===== src/rtl/axi4_lite_pkg.sv =====
// Purpose: shared types and constants for the two-port AXI4-Lite arbiter.
// Latency: n/a (types only).
// Backpressure: n/a (types only).
// Contents: W/R FSM state enums, AW/W/AR payload structs, port index constants.
package axi4_lite_pkg;

  localparam int AXIL_ADDR_W = 32;
  localparam int AXIL_DATA_W = 32;

  localparam logic PORT_CPU = 1'b0;
  localparam logic PORT_DMA = 1'b1;

  typedef enum logic [1:0] {
    W_IDLE,
    W_XFER,
    W_RESP
  } w_state_t;

  typedef enum logic [1:0] {
    R_IDLE,
    R_ADDR,
    R_DATA
  } r_state_t;

  typedef struct packed {
    logic [AXIL_ADDR_W-1:0] addr;
    logic [2:0]             prot;
  } aw_t;

  typedef struct packed {
    logic [AXIL_DATA_W-1:0]   data;
    logic [AXIL_DATA_W/8-1:0] strb;
  } w_t;

  typedef struct packed {
    logic [AXIL_ADDR_W-1:0] addr;
    logic [2:0]             prot;
  } ar_t;

endpackage


===== src/rtl/axi4_lite_arb2_rr.sv =====
// Purpose: 2-way round-robin picker with optional fixed priority to the DMA port.
// Latency: combinational.
// Backpressure: none; the caller registers the grant.
// Ports: req[1:0] requests, last = previously granted port, fixed_prio forces
//        port 1 on contention; gnt_idx/gnt_vld = chosen port and "someone asked".
module arb2_rr
  import axi4_lite_pkg::*;
(
  input  logic [1:0] req,
  input  logic       last,
  input  logic       fixed_prio,
  output logic       gnt_idx,
  output logic       gnt_vld
);

  always_comb begin
    gnt_vld = |req;
    gnt_idx = PORT_CPU;
    case (req)
      2'b01:   gnt_idx = PORT_CPU;
      2'b10:   gnt_idx = PORT_DMA;
      // Contention: the port that did not win last time goes next.
      2'b11:   gnt_idx = fixed_prio ? PORT_DMA : ~last;
      default: gnt_idx = PORT_CPU;
    endcase
  end

endmodule


===== src/rtl/axi4_lite_arb2.sv =====
// Purpose: arbitrates CPU (port 0) and LPT DMA (port 1) onto one AXI4-Lite port; W and R independent.
// Latency: 1 cycle arbitration, then combinational pass-through of valid/ready/payload.
// Backpressure: grant held from address accept to response handshake; ready/valid pass straight through.
// Ports: clk, resetn (sync, active-low); s0_*/s1_* upstream masters; m_* shared downstream port.
// Option: define AXI4_LITE_ARB2_FIXED_PRIO_EN to make port 1 win every contended grant.
module axi4_lite_arb2
  import axi4_lite_pkg::*;
#(
  parameter int ADDR_W = AXIL_ADDR_W,
  parameter int DATA_W = AXIL_DATA_W
) (
  input  logic              clk,
  input  logic              resetn,
  // master 0 (CPU)
  input  logic              s0_awvalid,
  input  logic [ADDR_W-1:0] s0_awaddr,
  input  logic [2:0]        s0_awprot,
  output logic              s0_awready,
  input  logic              s0_wvalid,
  input  logic [DATA_W-1:0] s0_wdata,
  input  logic [DATA_W/8-1:0] s0_wstrb,
  output logic              s0_wready,
  output logic              s0_bvalid,
  input  logic              s0_bready,
  input  logic              s0_arvalid,
  input  logic [ADDR_W-1:0] s0_araddr,
  input  logic [2:0]        s0_arprot,
  output logic              s0_arready,
  output logic              s0_rvalid,
  output logic [DATA_W-1:0] s0_rdata,
  input  logic              s0_rready,
  // master 1 (DMA)
  input  logic              s1_awvalid,
  input  logic [ADDR_W-1:0] s1_awaddr,
  input  logic [2:0]        s1_awprot,
  output logic              s1_awready,
  input  logic              s1_wvalid,
  input  logic [DATA_W-1:0] s1_wdata,
  input  logic [DATA_W/8-1:0] s1_wstrb,
  output logic              s1_wready,
  output logic              s1_bvalid,
  input  logic              s1_bready,
  input  logic              s1_arvalid,
  input  logic [ADDR_W-1:0] s1_araddr,
  input  logic [2:0]        s1_arprot,
  output logic              s1_arready,
  output logic              s1_rvalid,
  output logic [DATA_W-1:0] s1_rdata,
  input  logic              s1_rready,
  // shared memory-side port
  output logic              m_awvalid,
  output logic [ADDR_W-1:0] m_awaddr,
  output logic [2:0]        m_awprot,
  input  logic              m_awready,
  output logic              m_wvalid,
  output logic [DATA_W-1:0] m_wdata,
  output logic [DATA_W/8-1:0] m_wstrb,
  input  logic              m_wready,
  input  logic              m_bvalid,
  output logic              m_bready,
  output logic              m_arvalid,
  output logic [ADDR_W-1:0] m_araddr,
  output logic [2:0]        m_arprot,
  input  logic              m_arready,
  input  logic              m_rvalid,
  input  logic [DATA_W-1:0] m_rdata,
  output logic              m_rready
);

`ifdef AXI4_LITE_ARB2_FIXED_PRIO_EN
  localparam logic FIXED_PRIO = 1'b1;
`else
  localparam logic FIXED_PRIO = 1'b0;
`endif

  // Upstream channels gathered into 2-entry vectors indexed by port number.
  aw_t        aw_in [2];
  w_t         w_in  [2];
  ar_t        ar_in [2];
  logic [1:0] awvalid_v, wvalid_v, bready_v, arvalid_v, rready_v;

  assign aw_in[0]  = '{addr: s0_awaddr, prot: s0_awprot};
  assign aw_in[1]  = '{addr: s1_awaddr, prot: s1_awprot};
  assign w_in[0]   = '{data: s0_wdata, strb: s0_wstrb};
  assign w_in[1]   = '{data: s1_wdata, strb: s1_wstrb};
  assign ar_in[0]  = '{addr: s0_araddr, prot: s0_arprot};
  assign ar_in[1]  = '{addr: s1_araddr, prot: s1_arprot};
  assign awvalid_v = {s1_awvalid, s0_awvalid};
  assign wvalid_v  = {s1_wvalid,  s0_wvalid};
  assign bready_v  = {s1_bready,  s0_bready};
  assign arvalid_v = {s1_arvalid, s0_arvalid};
  assign rready_v  = {s1_rready,  s0_rready};

  // ---------------- write channel ----------------
  w_state_t w_state, w_state_nxt;
  logic     gw, gw_nxt, rr_last_w, rr_last_w_nxt;
  logic     aw_done, aw_done_nxt, w_done, w_done_nxt;
  aw_t      aw_q;
  w_t       w_q;
  logic     aw_rdy, w_rdy, b_vld;
  logic     wr_gnt_idx, wr_gnt_vld;

  arb2_rr u_arb_w (
    .req        (awvalid_v | wvalid_v),
    .last       (rr_last_w),
    .fixed_prio (FIXED_PRIO),
    .gnt_idx    (wr_gnt_idx),
    .gnt_vld    (wr_gnt_vld)
  );

  always_ff @(posedge clk) begin
    if (!resetn) begin
      w_state   <= W_IDLE;
      gw        <= PORT_CPU;
      rr_last_w <= PORT_DMA;
      aw_done   <= 1'b0;
      w_done    <= 1'b0;
      aw_q      <= '0;
      w_q       <= '0;
    end else begin
      w_state   <= w_state_nxt;
      gw        <= gw_nxt;
      rr_last_w <= rr_last_w_nxt;
      aw_done   <= aw_done_nxt;
      w_done    <= w_done_nxt;
      // Payload snapshot so the bus holds its last value outside W_XFER.
      if (w_state == W_XFER) begin
        aw_q <= aw_in[gw];
        w_q  <= w_in[gw];
      end
    end
  end

  always_comb begin
    w_state_nxt   = w_state;
    gw_nxt        = gw;
    rr_last_w_nxt = rr_last_w;
    aw_done_nxt   = aw_done;
    w_done_nxt    = w_done;
    m_awvalid     = 1'b0;
    m_wvalid      = 1'b0;
    m_bready      = 1'b0;
    aw_rdy        = 1'b0;
    w_rdy         = 1'b0;
    b_vld         = 1'b0;
    case (w_state)
      W_IDLE: begin
        if (wr_gnt_vld) begin
          gw_nxt        = wr_gnt_idx;
          rr_last_w_nxt = wr_gnt_idx;
          w_state_nxt   = W_XFER;
        end
      end
      W_XFER: begin
        // AW and W complete independently; each is masked once it has handshaken.
        m_awvalid = awvalid_v[gw] & ~aw_done;
        aw_rdy    = m_awready & ~aw_done;
        m_wvalid  = wvalid_v[gw] & ~w_done;
        w_rdy     = m_wready & ~w_done;
        if (m_awvalid && m_awready) aw_done_nxt = 1'b1;
        if (m_wvalid && m_wready)   w_done_nxt  = 1'b1;
        if (aw_done_nxt && w_done_nxt) w_state_nxt = W_RESP;
      end
      W_RESP: begin
        b_vld    = m_bvalid;
        m_bready = bready_v[gw];
        if (m_bvalid && bready_v[gw]) begin
          aw_done_nxt = 1'b0;
          w_done_nxt  = 1'b0;
          w_state_nxt = W_IDLE;
        end
      end
      default: w_state_nxt = W_IDLE;
    endcase
  end

  assign s0_awready = aw_rdy & (gw == PORT_CPU);
  assign s1_awready = aw_rdy & (gw == PORT_DMA);
  assign s0_wready  = w_rdy  & (gw == PORT_CPU);
  assign s1_wready  = w_rdy  & (gw == PORT_DMA);
  assign s0_bvalid  = b_vld  & (gw == PORT_CPU);
  assign s1_bvalid  = b_vld  & (gw == PORT_DMA);

  assign m_awaddr = (w_state == W_XFER) ? aw_in[gw].addr : aw_q.addr;
  assign m_awprot = (w_state == W_XFER) ? aw_in[gw].prot : aw_q.prot;
  assign m_wdata  = (w_state == W_XFER) ? w_in[gw].data  : w_q.data;
  assign m_wstrb  = (w_state == W_XFER) ? w_in[gw].strb  : w_q.strb;

  // ---------------- read channel ----------------
  r_state_t r_state, r_state_nxt;
  logic     gr, gr_nxt, rr_last_r, rr_last_r_nxt;
  ar_t      ar_q;
  logic     ar_rdy, r_vld;
  logic     rd_gnt_idx, rd_gnt_vld;

  arb2_rr u_arb_r (
    .req        (arvalid_v),
    .last       (rr_last_r),
    .fixed_prio (FIXED_PRIO),
    .gnt_idx    (rd_gnt_idx),
    .gnt_vld    (rd_gnt_vld)
  );

  always_ff @(posedge clk) begin
    if (!resetn) begin
      r_state   <= R_IDLE;
      gr        <= PORT_CPU;
      rr_last_r <= PORT_DMA;
      ar_q      <= '0;
    end else begin
      r_state   <= r_state_nxt;
      gr        <= gr_nxt;
      rr_last_r <= rr_last_r_nxt;
      if (r_state == R_ADDR) ar_q <= ar_in[gr];
    end
  end

  always_comb begin
    r_state_nxt   = r_state;
    gr_nxt        = gr;
    rr_last_r_nxt = rr_last_r;
    m_arvalid     = 1'b0;
    m_rready      = 1'b0;
    ar_rdy        = 1'b0;
    r_vld         = 1'b0;
    case (r_state)
      R_IDLE: begin
        if (rd_gnt_vld) begin
          gr_nxt        = rd_gnt_idx;
          rr_last_r_nxt = rd_gnt_idx;
          r_state_nxt   = R_ADDR;
        end
      end
      R_ADDR: begin
        m_arvalid = arvalid_v[gr];
        ar_rdy    = m_arready;
        if (arvalid_v[gr] && m_arready) r_state_nxt = R_DATA;
      end
      R_DATA: begin
        r_vld    = m_rvalid;
        m_rready = rready_v[gr];
        if (m_rvalid && rready_v[gr]) r_state_nxt = R_IDLE;
      end
      default: r_state_nxt = R_IDLE;
    endcase
  end

  assign s0_arready = ar_rdy & (gr == PORT_CPU);
  assign s1_arready = ar_rdy & (gr == PORT_DMA);
  assign s0_rvalid  = r_vld  & (gr == PORT_CPU);
  assign s1_rvalid  = r_vld  & (gr == PORT_DMA);
  // Read data fans out to both masters; only rvalid says whose it is.
  assign s0_rdata   = m_rdata;
  assign s1_rdata   = m_rdata;

  assign m_araddr = (r_state == R_ADDR) ? ar_in[gr].addr : ar_q.addr;
  assign m_arprot = (r_state == R_ADDR) ? ar_in[gr].prot : ar_q.prot;

endmodule


===== config.mk =====
export PLATFORM = sky130hd
export DESIGN_NAME = axi4_lite_arb2
export DESIGN_NICKNAME = d
export VERILOG_FILES = /design/src/rtl/axi4_lite_pkg.sv /design/src/rtl/axi4_lite_arb2_rr.sv /design/src/rtl/axi4_lite_arb2.sv
export SDC_FILE = /design/constraint.sdc
export NUM_CORES = 1
export LEC_CHECK = 0
export BUFFER_PORTS_ARGS = -buffer_cell sky130_fd_sc_hd__buf_4
export CAP_MARGIN = 0
export CORE_AREA = 3 3 174 176
export CTS_CLUSTER_SIZE = 24
export DETAILED_ROUTE_END_ITERATION = 8
export DIE_AREA = 0 0 177 179
export MAX_ROUTING_LAYER = met4
export PLACE_DENSITY = 0.53
export REMOVE_ABC_BUFFERS = 1
export SYNTH_ARGS = -nofsm -noshare
export SYNTH_HDL_FRONTEND = slang
export SYNTH_SLANG_ARGS = --single-unit

===== constraint.sdc =====
create_clock -name clk -period 1.7 [get_ports clk]
set_clock_uncertainty 0.05 [all_clocks]
set_input_delay 0.34 -clock clk [delete_from_list [all_inputs] [get_ports clk]]
set_output_delay 0.34 -clock clk [all_outputs]
set_load 0.03 [all_outputs]

==> key figures, run 1 <==
Power and ir drop
  • Portion of total power attributed to sequential cells: 0.265
  • Worst IR Drop VDD: 650 uV
  • Part of the total power dissipated in combinational logic: 0.416
  • Net switching power: 3.95 mW
  • Share of total power in the clock network: 0.319
  • Switching share of total power: 0.342
  • Power per standard cell area: 896 nW/um^2
  • Total power consumption of the routed design: 11.6 mW
  • Internal power consumption: 7.61 mW
  • Leakage power total: 5.29 nW

CTS
  • Number of buffers created by CTS: 17
  • TritonCTS sink count: 116
  • Clock tree buffer depth: 2
  • Clock latency at the later pin of the worst-skew pair: 0.41 ns
  • Root cell of the clock tree: sky130_fd_sc_hd__clkbuf_16
  • Max H-tree Level: 4
  • CTS clock-pin slew for the worst setup and hold paths: 0.07 ns
  • Clock tree from TritonCTS: built

GRT
  • Global route total overflow: 0
  • First-pass GRT wire length: 39200 um
  • Global Route Usage Sum: 0.173
  • Initial antenna violation count: 0
  • Pin count of the biggest net entering global routing: 52
  • Via count of the first global-routing pass: 6375

Floorplanning
  • Number of ports placed on the die boundary: 446
  • Vert. Die Dim: 179 um
  • Initial core utilization: 0.213
  • Die footprint: 31700 um^2
  • Number of placement rows: 62
  • Die width: 177 um
  • Placeable Area: 28800 um^2

Timing
  • Final period utilization: 1.20
  • Final setup violating endpoints: 120
  • Slew Viols, Final: 0
  • Minimum hold slack: 0.177 ns
  • Slew at the pin closest to its max-slew limit: 0.476 ns
  • Final critical delay including setup and external delays: 2.05 ns
  • Post-route setup slack: -0.347 ns
  • RSZ-0062 raised after global routing: yes
  • Endpoints failing hold: 0
  • Relative slew slack: 0.683
  • Highest achievable clock rate: 488 MHz

Cells and area
  • Fill cell total of the finished layout: 2661
  • Finished Layout Cells: 1459
  • Area growth syn-to-layout: 111%
  • Final instance area: 12900 um^2
  • Final #Nets: 1323
  • Post-layout utilization of the core: 0.448
  • Antenna diodes: 0
  • Proportion of layout cells with a drive suffix above 1: 0.660

Route
  • Mean routed wirelength per cell: 20.4 um
  • DR iter-0 viols: 196
  • ANT nets after route: 0
  • Total wire length after detailed routing: 29700 um
  • Number of vias after detailed routing: 6452
  • DRC viols: 0
  • Vias per cell: 4.42
  • Number of optimization iterations in the first detailed-route pass: 4

Logic synthesis
  • Top-area cell type share of the netlist area: 0.379
  • Register area share after synthesis: 0.379
  • Count of cell types in the netlist: 30
  • Leading register cell type out of synthesis: sky130_fd_sc_hd__dfxtp_1
  • Top cells by area, synth: sky130_fd_sc_hd__dfxtp_1 38%, sky130_fd_sc_hd__mux2i_1 18%, sky130_fd_sc_hd__and2_1 11%, sky130_fd_sc_hd__o21ai_1 8.7%, sky130_fd_sc_hd__buf_4 8.1%
  • Number of enable-type register cells in the synthesized netlist: 0
  • Syn Std Cell Area: 6130 um^2
  • Synth area leader: sky130_fd_sc_hd__dfxtp_1
  • Cell count after synthesis: 724
  • Share of flip-flops with an asynchronous set or reset: 0
  • Post-synthesis register bit count: 116
  • YS warnings: 0
  • Average instance area after synthesis: 8.46 um^2

Critical path
  • Critical Path Source Type: flip-flop
  • Worst Setup Path Type: flip-flop to output port
  • Crit path arrival time: 1.66 ns
  • Capture point of the critical path: m_araddr[14]
  • Worst reg2reg path endpoint: w_state[1]
  • Source of the critical timing path: gr
  • Worst setup slack for register-to-register paths: 0.05 ns
  • Origin of the critical flop-to-flop path: gw
  • Crit. End Element: output port
  • Worst-case reg-to-reg path depth: 6
  • Maximum fanout along the worst path: 7
  • Endpoint required time on the critical path: 1.31 ns

Worst hold path
  • Path category of the worst min-delay check: primary input to flip-flop
  • Min-Delay Path Depth: 3

Outcome
  • Result of the run: complete, but fails checks
  • Violated checks: negative setup slack

Placement
  • Weighted congestion at the end of routability-driven global placement: 0.765
  • Count of placed standard cells including taps: 1377
  • Number of buffers inserted by port buffering: 349
  • Cell area after placement: 8820 um^2
  • Post-detail-place hpwl: 19400 um

Job
  • Total of max-cap violations: 0
[state kept, by name (all words and copies together) (netlist names), 2 cells and up]
name and flops:
r_state 2, w_state 2, ar_q 35, aw_q 35
w_q 36
[cells by family after synthesis]
group	synth area share
multiplexers	0.183
flip-flops	0.379
AO/OA/AOI/OAI	0.104
AND/OR/NAND/NOR	0.210
buffers and inverters	0.125
[worst min-delay path by stage]
stage / to / from
floorplan: rr_last_r / resetn
global placement: rr_last_w / rr_last_w
detailed placement: rr_last_w / rr_last_w
CTS: gr / s1_arvalid
global route: gr / s1_arvalid
finish: gr / s1_arvalid
[per-stage QoR]
step | setup slack [ns] | setup TNS, ns
detailed placement | -0.133 | -1.34
global route | -0.424 | -41.11
CTS | -0.375 | -37.54
global placement | -0.144 | -0.904
floorplan | -2.78 | -488.69
finish | -0.347 | -32.18
[placed cells by master (no fill, tap or decap), types with 28 or more instances in the layout]
cell and instances:
sky130_fd_sc_hd__and2_1 106, sky130_fd_sc_hd__o21ai_4 62, sky130_fd_sc_hd__mux2i_4 68, sky130_fd_sc_hd__buf_6 98, sky130_fd_sc_hd__clkbuf_16 28, sky130_fd_sc_hd__o21ai_2 31, sky130_fd_sc_hd__buf_4 285, sky130_fd_sc_hd__nand2_1 71
sky130_fd_sc_hd__dfxtp_1 110
[synthesized netlist by cell type, types with 3 or more instances]
cell type,n
sky130_fd_sc_hd__nor3_1,4
sky130_fd_sc_hd__mux2i_1,111
sky130_fd_sc_hd__nor2_1,13
sky130_fd_sc_hd__and2_1,107
sky130_fd_sc_hd__buf_2,28
sky130_fd_sc_hd__buf_6,4
sky130_fd_sc_hd__o21ai_1,106
sky130_fd_sc_hd__nor2b_1,4
sky130_fd_sc_hd__dfxtp_1,116
sky130_fd_sc_hd__buf_4,66
sky130_fd_sc_hd__clkbuf_1,17
sky130_fd_sc_hd__nor4_1,5
sky130_fd_sc_hd__inv_1,4
sky130_fd_sc_hd__nand2_1,116
sky130_fd_sc_hd__a2bb2oi_1,3
[critical path, stage by stage (launching register included)]
cell and delay (ns):
sky130_fd_sc_hd__dfxtp_4 0.43, sky130_fd_sc_hd__bufbuf_16 0.30, sky130_fd_sc_hd__mux2i_2 0.25, sky130_fd_sc_hd__o21ai_2 0.09, sky130_fd_sc_hd__buf_4 0.17
[what timing repair did]
item                                    in CTS  in global routing
gates resized for setup                    276                274
endpoints found under the hold margin        0                  0
pin swaps                                   14                 31
endpoints found under the setup margin     121                121
cloned                                      13                 13
buffers inserted                            15                 12
hold buffers                                 0                  0
[power by group through the flow]
stage	logic, mW	clock network (mW)	registers, mW
global route	5.05	3.97	3.09
finish	4.81	3.69	3.07
floorplan	1.58	0	3.14
global placement	2.98	0	3.09
CTS	3.93	3.84	3.04
detailed placement	2.99	0	3.10
[cell type report]
cell class / count / area (um^2) / area share
Inverter: 5 / 21.3 / 0.00165
Clock inverter: 13 / 149 / 0.0115
Multi-Input combinational cell: 489 / 5110 / 0.396
Sequential cell: 116 / 2340 / 0.181
Clock buffer: 19 / 453 / 0.0351
Timing Repair Buffer: 433 / 4350 / 0.337
Tap cell: 384 / 480 / 0.0372
[routing by layer]
layer | share of wire | GRT usage
met1 | 0.41 | 0.213
met2 | 0.47 | 0.254
met5 | 0 | -
met3 | 0.10 | 0.0898
met4 | 0.015 | 0.0344
No activity file was read; power rests on OpenSTA's default activity.
==> inputs of run 2 (changes only) <==
--- a/config.mk
+++ b/config.mk
@@ -7,12 +7,15 @@
 export LEC_CHECK = 0
 export BUFFER_PORTS_ARGS = -buffer_cell sky130_fd_sc_hd__buf_4
 export CAP_MARGIN = 0
-export CORE_AREA = 3 3 174 176
+export CELL_PAD_IN_SITES_DETAIL_PLACEMENT = 0
+export CELL_PAD_IN_SITES_GLOBAL_PLACEMENT = 1
+export CORE_AREA = 3 3 171 173
+export CTS_CLUSTER_DIAMETER = 30
 export CTS_CLUSTER_SIZE = 24
 export DETAILED_ROUTE_END_ITERATION = 8
-export DIE_AREA = 0 0 177 179
+export DIE_AREA = 0 0 174 176
 export MAX_ROUTING_LAYER = met4
-export PLACE_DENSITY = 0.53
+export PLACE_DENSITY = 0.72
 export REMOVE_ABC_BUFFERS = 1
 export SYNTH_ARGS = -nofsm -noshare
 export SYNTH_HDL_FRONTEND = slang
==> run 2 against run 1 <==
  * The flow still finishes with violations (negative setup slack)
  * First-iteration DRC count increased by 6.6%
  * Die area decreased by 3.3%
  * Cell count decreased by 1.1%
  * Core utilization decreased by 2.4 points
  * Largest cell class unchanged
  * Largest power group unchanged
==> key figures, run 2 (synthesis results as in run 1) <==
Outcome
  • Result of the run: complete, but fails checks
  • Violated checks: negative setup slack

Cells and area
  • Largest registers: w_q (36), ar_q (35), aw_q (35)
  • Area growth syn-to-layout: 92.5%
  • Proportion of layout cells with a drive suffix above 1: 0.579
  • Finished Layout Cells: 1443
  • Antenna diodes: 0
  • Final #Nets: 1313
  • Most used cells in the layout excluding fill and tap cells: 315 x sky130_fd_sc_hd__buf_4, 110 x sky130_fd_sc_hd__dfxtp_1, 106 x sky130_fd_sc_hd__and2_1
  • Number of flip-flops under the largest register name: 36
  • Leading cell type in the layout, fill and taps excluded: sky130_fd_sc_hd__buf_4
  • Biggest register: w_q

GRT
  • Initial antenna violation count: 0
  • First-pass GRT wire length: 39400 um
  • Global route total overflow: 0
  • Global Route Usage Sum: 0.176
  • Via count of the first global-routing pass: 6233
  • Pin count of the biggest net entering global routing: 67

Critical path
  • Worst Setup Path Type: flip-flop to output port
  • Worst-case reg-to-reg path depth: 6
  • Critical Path Source Type: flip-flop
  • Worst reg2reg path endpoint: w_state[1]
  • Endpoint required time on the critical path: 1.31 ns
  • Crit. End Element: output port
  • Origin of the critical flop-to-flop path: gw
  • Maximum fanout along the worst path: 8
  • Worst setup slack for register-to-register paths: 0.04 ns
  • Crit path arrival time: 1.65 ns

Floorplanning
  • Vert. Die Dim: 176 um
  • Number of placement rows: 61
  • Initial core utilization: 0.221
  • Number of ports placed on the die boundary: 446
  • Placeable Area: 27800 um^2
  • Die footprint: 30600 um^2
  • Die width: 174 um

Timing
  • Setup TNS: -30.49 ns
  • Relative slew slack: 0.793
  • Endpoints failing hold: 0
  • Minimum hold slack: 0.206 ns
  • Post-route setup slack: -0.341 ns
  • Final period utilization: 1.20
  • RSZ-0062 raised after global routing: yes
  • Slew at the pin closest to its max-slew limit: 0.302 ns
  • Highest achievable clock rate: 490 MHz
  • Final critical delay including setup and external delays: 2.04 ns
  • Slew Viols, Final: 0
  • Final setup violating endpoints: 120

Placement
  • Count of placed standard cells including taps: 1368
  • Weighted congestion at the end of routability-driven global placement: 0.862
  • Number of buffers inserted by port buffering: 349
  • Post-detail-place hpwl: 19800 um
  • Worst setup slack before clock tree synthesis: -0.109 ns

Power and ir drop
  • Worst IR Drop VDD: 480 uV
  • Leakage power total: 4.95 nW
  • Total power consumption of the routed design: 11.4 mW
  • Power per standard cell area: 964 nW/um^2

Worst hold path
  • Path category of the worst min-delay check: primary input to flip-flop
  • Min-Delay Path Depth: 3
  • Worst Hold Launch: s1_arvalid
  • Hold path endpoint: rr_last_r

CTS
  • Max H-tree Level: 4
  • TritonCTS sink count: 116
  • Number of buffers created by CTS: 17
  • Number of hold buffers added after CTS: 0
  • Clock tree buffer depth: 2
  • Clock latency at the later pin of the worst-skew pair: 0.40 ns
  • Clock tree from TritonCTS: built
  • Root cell of the clock tree: sky130_fd_sc_hd__clkbuf_16
  • CTS clock-pin slew for the worst setup and hold paths: 0.05 ns

Route
  • DRC viols: 0
  • Mean routed wirelength per cell: 20.0 um
  • ANT nets after route: 0
  • Number of optimization iterations in the first detailed-route pass: 4
  • Number of vias after detailed routing: 6326
  • Total wire length after detailed routing: 28800 um
  • DR iter-0 viols: 209
  • Vias per cell: 4.38

Job
  • Total of max-cap violations: 0
==> run 2: cell count changes in the layout (fill, tap and decap cells not counted), moves of 12 or more <==
cell                      delta
sky130_fd_sc_hd__buf_6      -28
sky130_fd_sc_hd__o21ai_4    -30
sky130_fd_sc_hd__nand2_4    -14
sky130_fd_sc_hd__buf_4      +30
sky130_fd_sc_hd__mux2i_4    -26
sky130_fd_sc_hd__mux2i_1    +22
sky130_fd_sc_hd__nand2_2    -12
sky130_fd_sc_hd__nand2_1    +26
sky130_fd_sc_hd__o21ai_1    +35
==> run 2: power by group <==
part	total, mW	switching (mW)	internal [mW]
Combinational	4.19	2.14	2.05
Sequential	3.05	0.0962	2.95
Clock	4.13	1.35	2.78
Total	11.4	3.59	7.78
==> run 2: cell type report <==
cell class                      instances  area, um^2
Timing Repair Buffer                  423        4010
Multi-Input combinational cell        489        4280
Clock inverter                         11         196
Clock buffer                           21         482
Sequential cell                       116        2340
Fill cell                            2698       16000
Inverter                                5        18.8
Tap cell                              378         473
==> run 2: layer usage <==
layer  GRT usage  part of all wire  wire length [um]
met1       0.199              0.39             11300
met2       0.258              0.46             13200
met3       0.120              0.13              3800
met4      0.0379             0.015               434
met5           -                 0                 0
==> run 2: worst max-delay path by stage <==
stage          depth (start not counted)            to        from
2_1_floorplan                          3       aw_q[0]  w_state[1]
3_3_place_gp                           4   m_wdata[27]          gw
3_5_place_dp                           4   m_wdata[27]          gw
4_1_cts                                5   m_wdata[27]          gw
5_1_grt                                4  m_araddr[27]          gr
6_report                               4  m_araddr[27]          gr
==> run 2: repair_timing <==
item / CTS / global route
pin swaps: 6 / 13
resized for setup: 186 / 166
buffers inserted: 21 / 9
endpoints found under the setup margin: 123 / 124
endpoints found under the hold margin: 0 / 0
gates cloned: 13 / 6
==> run 2: critical path: stages (launching register included) <==
cell                      delay (ns)
sky130_fd_sc_hd__dfxtp_4        0.50
sky130_fd_sc_hd__buf_12         0.21
sky130_fd_sc_hd__mux2i_2        0.25
sky130_fd_sc_hd__o21ai_1        0.10
sky130_fd_sc_hd__buf_4          0.18
==> run 2: through the flow <==
| stage | area (um^2) | util |
|---|---|---|
| after floorplan | 5380 | - |
| after global placement | 8830 | 0.318 |
| after detailed placement | 8830 | 0.318 |
| after CTS | 10800 | 0.389 |
| after global routing | 11800 | 0.425 |
| final | 11800 | 0.425 |
==> inputs of run 3 (changes only) <==
--- a/config.mk
+++ b/config.mk
@@ -10,6 +10,7 @@
 export CELL_PAD_IN_SITES_DETAIL_PLACEMENT = 0
 export CELL_PAD_IN_SITES_GLOBAL_PLACEMENT = 1
 export CORE_AREA = 3 3 171 173
+export CTS_BUF_LIST = sky130_fd_sc_hd__clkbuf_4
 export CTS_CLUSTER_DIAMETER = 30
 export CTS_CLUSTER_SIZE = 24
 export DETAILED_ROUTE_END_ITERATION = 8
==> run 3 against run 2 <==
  * The run still ends with negative setup slack left
  * Cell count down 0.35%
  * Core utilization down 2.2 points
  * Non-clock buffer count down 6
  * First-iteration DRC count up 23%
  * Maximum frequency down 5.4%
  * Sequential power about the same
  * Clock-buffer cell count down 3
  * Critical path type unchanged
==> key figures, run 3 (synthesis results as in run 1) <==
Outcome
  • Result of the run: complete, but fails checks
  • Violated checks: negative setup slack

GRT
  • Pin count of the biggest net entering global routing: 67
  • First-pass GRT wire length: 37300 um
  • Global route total overflow: 0
  • Initial antenna violation count: 1
  • Global Route Usage Sum: 0.167
  • Via count of the first global-routing pass: 5972

CTS
  • Clock latency at the later pin of the worst-skew pair: 0.50 ns
  • Root cell of the clock tree: sky130_fd_sc_hd__clkbuf_4
  • CTS clock-pin slew for the worst setup and hold paths: 0.10 ns
  • Clock tree from TritonCTS: built
  • Number of buffers created by CTS: 17
  • Clock tree buffer depth: 2
  • TritonCTS sink count: 116
  • Number of hold buffers added after CTS: 0
  • Max H-tree Level: 4

Worst hold path
  • Path category of the worst min-delay check: primary input to flip-flop

Route
  • DR iter-0 viols: 257
  • Total wire length after detailed routing: 28400 um
  • Number of optimization iterations in the first detailed-route pass: 4
  • ANT nets after route: 0
  • Mean routed wirelength per cell: 19.7 um
  • Vias per cell: 4.39
  • Number of vias after detailed routing: 6311
  • DRC viols: 0

Power and ir drop
  • Total power consumption of the routed design: 9.69 mW
  • Leakage power total: 4.70 nW
  • Worst IR Drop VDD: 646 uV
  • Power per standard cell area: 866 nW/um^2

Placement
  • Post-detail-place hpwl: 19800 um
  • Count of placed standard cells including taps: 1368
  • Weighted congestion at the end of routability-driven global placement: 0.862
  • Worst setup slack before clock tree synthesis: -0.109 ns
  • Number of buffers inserted by port buffering: 349
  • Cell area after placement: 8830 um^2

Floorplanning
  • Die footprint: 30600 um^2
  • Placeable Area: 27800 um^2
  • Number of ports placed on the die boundary: 446
  • Vert. Die Dim: 176 um
  • Die width: 174 um
  • Initial core utilization: 0.221
  • Number of placement rows: 61

Critical path
  • Maximum fanout along the worst path: 8
  • Crit path arrival time: 1.77 ns
  • Crit. End Element: output port
  • Endpoint required time on the critical path: 1.31 ns
  • Cell with the biggest individual delay on the critical path: sky130_fd_sc_hd__dfxtp_4
  • Worst Setup Path Type: flip-flop to output port
  • CP Cell Sequence: buf_12, mux2i_2, o21ai_1, buf_4
  • CP max stage delay: 0.53 ns
  • Critical Path Source Type: flip-flop

Cells and area
  • Finished Layout Cells: 1438
  • Number of flip-flops under the largest register name: 36
  • Most used cells in the layout excluding fill and tap cells: 318 x sky130_fd_sc_hd__buf_4, 110 x sky130_fd_sc_hd__dfxtp_1, 107 x sky130_fd_sc_hd__and2_1
  • Multi-input gate area: 4140 um^2
  • Final #Nets: 1307
  • Post-layout utilization of the core: 0.403
  • Final instance area: 11200 um^2
  • Area growth syn-to-layout: 82.6%
  • Fill cell total of the finished layout: 2793
  • Leading cell type in the layout, fill and taps excluded: sky130_fd_sc_hd__buf_4
  • Proportion of layout cells with a drive suffix above 1: 0.568
  • Register cell area after layout: 2340 um^2
  • Biggest register: w_q
  • Largest registers: w_q (36), ar_q (35), aw_q (35)

Timing
  • Final period utilization: 1.27
  • Relative slew slack: 0.802
  • Final setup violating endpoints: 121
  • Slew at the pin closest to its max-slew limit: 0.289 ns
  • Endpoints failing hold: 0
  • Minimum hold slack: 0.107 ns
  • Highest achievable clock rate: 464 MHz
  • Final critical delay including setup and external delays: 2.16 ns
  • Post-route setup slack: -0.457 ns
  • Setup TNS: -43.69 ns
  • RSZ-0062 raised after global routing: yes
  • Slew Viols, Final: 0

Job
  • Total of max-cap violations: 0
[run 3: cell types whose count changed in the layout (fill, tap and decap cells not counted), moves of 3 or more]
cell                        before  now
sky130_fd_sc_hd__o21ai_4        32   25
sky130_fd_sc_hd__nand2_4         4    1
sky130_fd_sc_hd__nand2_1        97  102
sky130_fd_sc_hd__mux2i_2        20   14
sky130_fd_sc_hd__buf_6          70   65
sky130_fd_sc_hd__clkbuf_16      23    6
sky130_fd_sc_hd__buf_16         10    5
sky130_fd_sc_hd__mux2i_1        49   59
sky130_fd_sc_hd__clkbuf_4        0   18
sky130_fd_sc_hd__mux2i_4        42   38
sky130_fd_sc_hd__o21ai_1        48   44
sky130_fd_sc_hd__o21ai_2        26   37
sky130_fd_sc_hd__buf_4         315  318
[run 3: cell type report]
class | count | share of cell area
multi-input cells | 489 | 0.370
repair buffers | 417 | 0.344
flip-flops and latches | 116 | 0.209
well taps | 378 | 0.0423
clock inverters | 14 | 0.0209
clock buffers | 18 | 0.0121
inverters | 5 | 0.00190
diodes | 1 | 0.000224
[run 3: what timing repair did]
action | CTS | global route
endpoints found under the hold margin | 0 | 0
pin swaps | 4 | 16
cloned | 7 | 10
setup endpoints to repair | 123 | 123
setup buffers | 8 | 13
resized for setup | 139 | 175
[run 3: per-layer routing]
metal  global-route usage  routed length, um  up-vias
met4               0.0362                399        0
met3                0.119               3760       23
met1                0.183              11300     2983
met5                    -                  0        -
li1                     -                  -     3022
met2                0.246              12900      283
[run 3: worst max-delay path, delay by kind of cell (launching register included)]
family,cells,cell delay (ns)
muxes,1,0.25
AOI/OAI and AO/OA,1,0.09
DFF,1,0.53
buffers and inverters,2,0.39
[run 3: path summary, 6_finish.rpt]
path                   to        from  slack, ns  depth (start not counted)
max          m_araddr[27]          gr      -0.46                          4
min             rr_last_r  s1_arvalid       0.11                          3
max reg2reg    w_state[1]          gw       0.02                          6
min reg2reg     rr_last_w   rr_last_w       0.45                          1
[run 3: power breakdown]
group	leakage, nW	switching (mW)	internal [mW]	total [mW]
Sequential	0.957	0.0921	2.94	3.04
Combinational	3.56	2.09	1.93	4.02
Clock	0.187	1.16	1.47	2.64
